$ cat config.mk
export PLATFORM = sky130hd
export DESIGN_NAME = chip_scheduler
export DESIGN_NICKNAME = d
export VERILOG_FILES = /design/src/rtl/chip_pkg.sv /design/src/rtl/chip_scheduler.sv
export SDC_FILE = /design/constraint.sdc
export NUM_CORES = 1
export LEC_CHECK = 0
export CAP_MARGIN = 20
export CORE_MARGIN = 5
export CORE_UTILIZATION = 39
export DETAILED_ROUTE_END_ITERATION = 8
export PLACE_DENSITY = 0.66
export SLEW_MARGIN = 30
export SYNTH_ARGS = -nofsm -noshare
export SYNTH_HDL_FRONTEND = slang
export SYNTH_SLANG_ARGS = --single-unit
$ cat constraint.sdc
create_clock -name clock -period 7.7 [get_ports clock]
set_input_delay 1.54 -clock clock [delete_from_list [all_inputs] [get_ports clock]]
set_output_delay 1.54 -clock clock [all_outputs]
set_load 0.03 [all_outputs]
$ cat src/rtl/chip_pkg.sv
// Shared definitions for the chip scheduler: state encoding, default sizes
// and the slot-index width helper.
package chip_pkg;

  localparam int NPROC_DEF  = 4;
  localparam int STEP_W_DEF = 16;

  typedef enum logic [2:0] {
    S_IDLE,
    S_INIT,
    S_RUN,
    S_CHECK,
    S_DONE
  } state_t;

  // A single process still needs a one-bit slot counter.
  function automatic int idx_width(input int n);
    return (n > 1) ? $clog2(n) : 1;
  endfunction

endpackage

$ cat src/rtl/chip_scheduler.sv
// Round-robin step scheduler: grants each process one slot per step, then
// checks the stop flags and the step limit before starting the next step.
module chip_scheduler
  import chip_pkg::*;
#(
  parameter int NPROC  = NPROC_DEF,
  parameter int STEP_W = STEP_W_DEF
) (
  input  logic                clock,
  input  logic                resetN,
  input  logic                start,
  input  logic [STEP_W-1:0]   maxSteps,
  input  logic [NPROC-1:0]    procStop,
  output logic                init,
  output logic [NPROC-1:0]    enable,
  output logic [3:0]          processCurrent,
  output logic signed [STEP_W:0] step,
  output logic                stepDone,
  output logic                running,
  output logic                done,
  output logic                returnCode,
  output logic [NPROC-1:0]    stopMask
);

  localparam int IDX_W = idx_width(NPROC);
  localparam logic [IDX_W-1:0] LAST_SLOT = IDX_W'(NPROC - 1);
  localparam logic [NPROC-1:0] FIRST_GRANT = NPROC'(1);

  state_t                r_state;
  logic [IDX_W-1:0]      r_slot;
  logic [STEP_W-1:0]     r_max;
  logic signed [STEP_W:0] r_step;
  logic                  r_init;
  logic [NPROC-1:0]      r_enable;
  logic                  r_step_done;
  logic                  r_running;
  logic                  r_done;
  logic                  r_return_code;
  logic [NPROC-1:0]      r_stop_mask;

  logic [STEP_W:0]       w_step_inc;
  logic                  w_limit_hit;

  // step is never negative in CHECK, so the limit test is a plain unsigned compare.
  assign w_step_inc  = $unsigned(r_step) + {{STEP_W{1'b0}}, 1'b1};
  assign w_limit_hit = (w_step_inc >= {1'b0, r_max});

  always_ff @(posedge clock or negedge resetN) begin
    if (!resetN) begin
      r_state       <= S_IDLE;
      r_slot        <= '0;
      r_max         <= '0;
      r_step        <= '0;
      r_init        <= 1'b0;
      r_enable      <= '0;
      r_step_done   <= 1'b0;
      r_running     <= 1'b0;
      r_done        <= 1'b0;
      r_return_code <= 1'b0;
      r_stop_mask   <= '0;
    end else begin
      r_step_done <= 1'b0;
      case (r_state)
        S_IDLE, S_DONE: begin
          if (start) begin
            r_state       <= S_INIT;
            r_max         <= maxSteps;
            r_stop_mask   <= '0;
            r_return_code <= 1'b0;
            r_init        <= 1'b1;
            r_step        <= '1;
            r_running     <= 1'b1;
            r_done        <= 1'b0;
          end
        end
        S_INIT: begin
          r_init <= 1'b0;
          if (r_max == '0) begin
            r_state       <= S_DONE;
            r_return_code <= 1'b1;
            r_running     <= 1'b0;
            r_done        <= 1'b1;
          end else begin
            r_state  <= S_RUN;
            r_step   <= '0;
            r_slot   <= '0;
            r_enable <= FIRST_GRANT;
          end
        end
        S_RUN: begin
          if (r_slot == LAST_SLOT) begin
            r_state     <= S_CHECK;
            r_enable    <= '0;
            r_step_done <= 1'b1;
          end else begin
            r_slot   <= r_slot + 1'b1;
            r_enable <= r_enable << 1;
          end
        end
        S_CHECK: begin
          // A process stop outranks the step limit.
          if (|procStop) begin
            r_state       <= S_DONE;
            r_return_code <= 1'b0;
            r_stop_mask   <= procStop;
            r_running     <= 1'b0;
            r_done        <= 1'b1;
          end else if (w_limit_hit) begin
            r_state       <= S_DONE;
            r_return_code <= 1'b1;
            r_stop_mask   <= '0;
            r_running     <= 1'b0;
            r_done        <= 1'b1;
          end else begin
            r_state  <= S_RUN;
            r_step   <= $signed(w_step_inc);
            r_slot   <= '0;
            r_enable <= FIRST_GRANT;
          end
        end
        default: r_state <= S_IDLE;
      endcase
    end
  end

  assign init           = r_init;
  assign enable         = r_enable;
  assign processCurrent = 4'(r_slot);
  assign step           = r_step;
  assign stepDone       = r_step_done;
  assign running        = r_running;
  assign done           = r_done;
  assign returnCode     = r_return_code;
  assign stopMask       = r_stop_mask;

endmodule

==> reports/results.env <==
TRANSITION_AT_THE_PIN_WITH_THE_SMALLEST_MAX_TRANSITION_SLACK_NS=0.6598
SYN2LAYOUT_AREA_GROWTH_PCT=24.20
FILLERS=705
FMAXACHIEVABLE_MHz=242.3
PERIOD_MINUS_SLACK_NS=4.127
PLACE.GP.CONGESTION=0.8527
VDD_DROP_MAX_V=0.0002477
SYNTH_EDF_COUNT=0
REPORT.FINAL.HOLD_VIOL_COUNT=0
DRT_FIRST_PASS_ITERS=4
HTREEDEPTH=2
ASR_FLOP_RATIO_SYNTH_PCT=100.0
DETAIL-ROUTE-ANTENNA-NETS=0
POST-ROUTE-CELL-AREA_UM2=3756
FINAL_CRITICAL_PATH_SETUP_SLACK_NS=3.573
CLOCK_INSERTION_DELAY_WORST_SKEW_NS=0.30
CP_MAX_FO=21
DRC_ERRORS=0
FINAL_WIRELENGTH_UM=7504
DETAILEDPLACE.WORSTSLACK_NS=3.456
GRT_USAGE_PCT=15.74
START_UTIL_PCT=39.55
SETUP.WORST_PATH.CLASS='flop to flop'
DIE_W_UM=98.06
OVERFLOW=0
SYN_AVG_CELL_AREA_UM2=9.363
SEQ_AREA_FRAC_SYNTH_PCT=42.20
ROUTEDWLPERCELL_UM=15.80
CRIT_BUF_INV=1
DIE_AREA_UM2=9616
MULTI_INPUT_COMB_AREA_UM2=1523
HOLD_CLASS='flop to flop'
CRITPATHLAUNCHTYPE='flop'
FLOORPLAN.DIE.HEIGHT_UM=98.06
CPLARGESTDELAYFAMILY='compound AO/OA/AOI/OAI gates'
FINAL_CORE_UTIL_PCT=49.12
DRIVE_GT1_SHARE_PCT=11.80
POST_CTS_SETUP_BUFFERS=0
SYNTH_AREA_LEADER='sky130_fd_sc_hd__dfrtp_1'
SYNTH_TOP_FLOP_CELL='sky130_fd_sc_hd__dfrtp_1'
PIN_COUNT_OF_THE_BIGGEST_NET_ENTERING_GLOBAL_ROUTING=52
SKEW_NS=0.01119
NUMCTSBUFFERS=5
FINAL_PERIOD_UTIL_PCT=53.60
FILLER_FREE_CELL_COUNT_OF_THE_FINISHED_DESIGN=475
ROWS=32
CRIT_PATH_CELL_TRACE='ha_1 -> nand4_1 -> nor3_1 -> nand3_1 -> xnor2_1 -> ha_1 -> a21o_1 -> a211o_1 -> a221oi_2 -> o211ai_2 -> buf_4 -> a221oi_2 -> o21ai_0'
CTSLONGESTPATHBUFFERS=2
SYNTHESIS.AREA_UM2=3024
TOP_LEVEL_PORTS=57
RSZ0062_AT_GRT='false'
SYNTHCELLS=323
TIMING.CRITICAL_PATH.ARRIVAL_NS=4.30
CRITICAL-PATH-SLOWEST-CELL='sky130_fd_sc_hd__a221oi_2'
P_PER_AREA_nW_PER_UM2=468.8
CTS.HOLD.BUFFERS_ADDED=0
AVGVIACOUNTPERCELL=5.282
SYNTH.AREA.TOP_CELLS='sky130_fd_sc_hd__dfrtp_1, sky130_fd_sc_hd__ha_1, sky130_fd_sc_hd__a221oi_2'
YOSYS_REGISTER_BITS=51
YOSYSUNIQUECELLTYPES=46
FINALNETCOUNT=413
YS_WARN_COUNT=0
CTS-RESIZED-GATES=0
REQUIRED_NS=7.88
DETAILED_PLACE_HPWL_UM=5544
DP.CELLS=467
WORST_SLEW_MARGIN_REL_PCT=56.02
MAX_STAGE_DELAY_ON_CRIT_PATH_NS=0.51
DIODES=0
CTS.SINKS=51
ROUTE.VIAS.TOTAL=2509
P_LEAK_nW=1.616
CLK_PIN_SLEW_WORST_PATHS_NS=0.10
CP-END-KIND='flop'
YOSYS.AREA.TOP_TYPE_SHARE_PCT=42.20
GRT_PASS1_VIAS=2477
GLOBAL_ROUTE_WIRE_LENGTH_BEFORE_REPAIR_UM=12470
MAX-CAP-VIOLATIONS=0
SEQUENTIAL_AREA_UM2=1276
OUTCOME='finished, final reports clean'
PLACEABLECOREAREA_UM2=7647
POST_DP_CELL_AREA_UM2=3618
ANTENNA_FOUND_INITIAL=0
TIMING_MAX_TRANSITION_VIOLATIONS_FINAL=0
FINALSETUPVIOLATIONS=0
DRT-INITIAL-DRC-COUNT=140
TOTALNEGATIVESETUPSLACK_NS=0
CTS_ROOT_BUFFER='sky130_fd_sc_hd__clkbuf_8'
COUNT_OF_INPUT_AND_OUTPUT_BUFFERS=54
CTS_TREE='yes'
path summary, 6_finish.rpt:
path / cells past startpoint / slack (ns) / start / endpoint
max: 13 / 3.57 / step[0]$_DFFE_PN0P_ / enable[2]$_DFFE_PN0P_
min: 1 / 0.49 / init$_DFFE_PN0P_ / init$_DFFE_PN0P_
max reg2reg: 13 / 3.57 / step[0]$_DFFE_PN0P_ / enable[2]$_DFFE_PN0P_
min reg2reg: 1 / 0.49 / init$_DFFE_PN0P_ / init$_DFFE_PN0P_
max in group asynchronous: 2 / 5.92 / resetN / returnCode$_DFFE_PN0P_
min in group asynchronous: 2 / 1.34 / resetN / step[11]$_DFFE_PN0P_
layout make-up:
class                   count  area share [%]
clock buffers               5           1.832
clock inverters             3           1.799
inverters                  36           3.598
multi-input cells         221           40.54
flip-flops and latches     51           33.98
well taps                 102           3.398
repair buffers             57           14.86
kinds of logic (layout without fill, tap and decap cells):
| family | after synthesis | in the layout | synth area share, % |
|---|---|---|---|
| and+or+nand+nor | 96 | 96 | 16.14 |
| AOI/OAI and AO/OA | 90 | 90 | 22.13 |
| DFF | 51 | 51 | 42.20 |
| other | 1 | 2 | 0.1240 |
| xor gates and xnor gates | 15 | 15 | 4.344 |
| adders and majority gates | 18 | 18 | 7.447 |
| buffers and inverters | 52 | 101 | 7.612 |
metal layers:
metal | wire (um) | vias up | GRT usage (%)
met3 | 452 | 12 | 2.857
li1 | - | 1234 | -
met1 | 3610 | 1191 | 23.07
met5 | 0 | - | 0
met4 | 154 | 0 | 4.899
met2 | 3287 | 72 | 23.56
sequential cells by signal, summed over array words and instances (netlist names):
register    cells
running         1
r_max          16
stopMask        4
enable          4
returnCode      1
stepDone        1
done            1
r_slot          2
init            1
step           17
r_state         3
cells in the mapped netlist (2+ instances only):
library cell	count
sky130_fd_sc_hd__a31o_2	4
sky130_fd_sc_hd__a21oi_1	27
sky130_fd_sc_hd__o21ai_0	24
sky130_fd_sc_hd__buf_2	3
sky130_fd_sc_hd__ha_1	18
sky130_fd_sc_hd__a21oi_2	2
sky130_fd_sc_hd__xor2_1	2
sky130_fd_sc_hd__nor2_1	8
sky130_fd_sc_hd__and3_1	6
sky130_fd_sc_hd__buf_4	2
sky130_fd_sc_hd__clkbuf_1	8
sky130_fd_sc_hd__nor3_1	5
sky130_fd_sc_hd__xnor2_1	13
sky130_fd_sc_hd__a21o_1	2
sky130_fd_sc_hd__a22oi_1	2
sky130_fd_sc_hd__or2_2	8
sky130_fd_sc_hd__dfrtp_1	51
sky130_fd_sc_hd__nand3_1	10
sky130_fd_sc_hd__and2_1	3
sky130_fd_sc_hd__a221oi_1	2
sky130_fd_sc_hd__a221oi_2	12
sky130_fd_sc_hd__nand4_1	8
sky130_fd_sc_hd__o21a_1	2
sky130_fd_sc_hd__inv_1	36
sky130_fd_sc_hd__a2bb2oi_1	5
sky130_fd_sc_hd__nor4_1	5
sky130_fd_sc_hd__nand2_1	36
cells in the final DEF (no fill, tap or decap), types with 2 or more instances in the layout:
master	count
sky130_fd_sc_hd__a22oi_1	2
sky130_fd_sc_hd__ha_1	18
sky130_fd_sc_hd__nand3_1	10
sky130_fd_sc_hd__nor3_1	5
sky130_fd_sc_hd__nor4_1	5
sky130_fd_sc_hd__o21ai_0	24
sky130_fd_sc_hd__inv_1	36
sky130_fd_sc_hd__a21o_1	2
sky130_fd_sc_hd__clkdlybuf4s50_1	53
sky130_fd_sc_hd__nand4_1	8
sky130_fd_sc_hd__a221oi_1	2
sky130_fd_sc_hd__a221oi_2	12
sky130_fd_sc_hd__xor2_1	2
sky130_fd_sc_hd__a21oi_2	2
sky130_fd_sc_hd__conb_1	2
sky130_fd_sc_hd__nand2_1	36
sky130_fd_sc_hd__xnor2_1	13
sky130_fd_sc_hd__nor2_1	8
sky130_fd_sc_hd__and2_1	2
sky130_fd_sc_hd__and3_1	6
sky130_fd_sc_hd__clkbuf_8	5
sky130_fd_sc_hd__bufinv_16	2
sky130_fd_sc_hd__a31o_2	4
sky130_fd_sc_hd__dfrtp_1	51
sky130_fd_sc_hd__buf_4	3
sky130_fd_sc_hd__or2_2	8
sky130_fd_sc_hd__a21oi_1	27
sky130_fd_sc_hd__a2bb2oi_1	5
sky130_fd_sc_hd__o21a_1	2
stage by stage:
stage / hold WS [ns] / power (mW)
CTS: 0.4922 / 1.770
floorplan: 0.4647 / 1.216
global route: 0.5184 / 1.903
finish: 0.4929 / 1.761
detailed placement: 0.4698 / 1.543
global placement: 0.4601 / 1.511
where the power goes:
| part | switching [mW] | internal (mW) | total [mW] |
|---|---|---|---|
| Sequential | 0.114 | 0.382 | 0.496 |
| Clock | 0.0919 | 0.130 | 0.221 |
| Combinational | 0.622 | 0.421 | 1.04 |
worst reg2reg max path: cells and delay by family (launching register included):
| family | cells | cell delay, ns |
|---|---|---|
| adders and majority gates | 2 | 0.59 |
| AOI/OAI and AO/OA | 6 | 1.46 |
| DFF | 1 | 0.49 |
| xor gates and xnor gates | 1 | 0.28 |
| and+or+nand+nor | 3 | 0.92 |
| buffers and inverters | 1 | 0.25 |
Note: power is estimated with default switching activity, not from simulation.
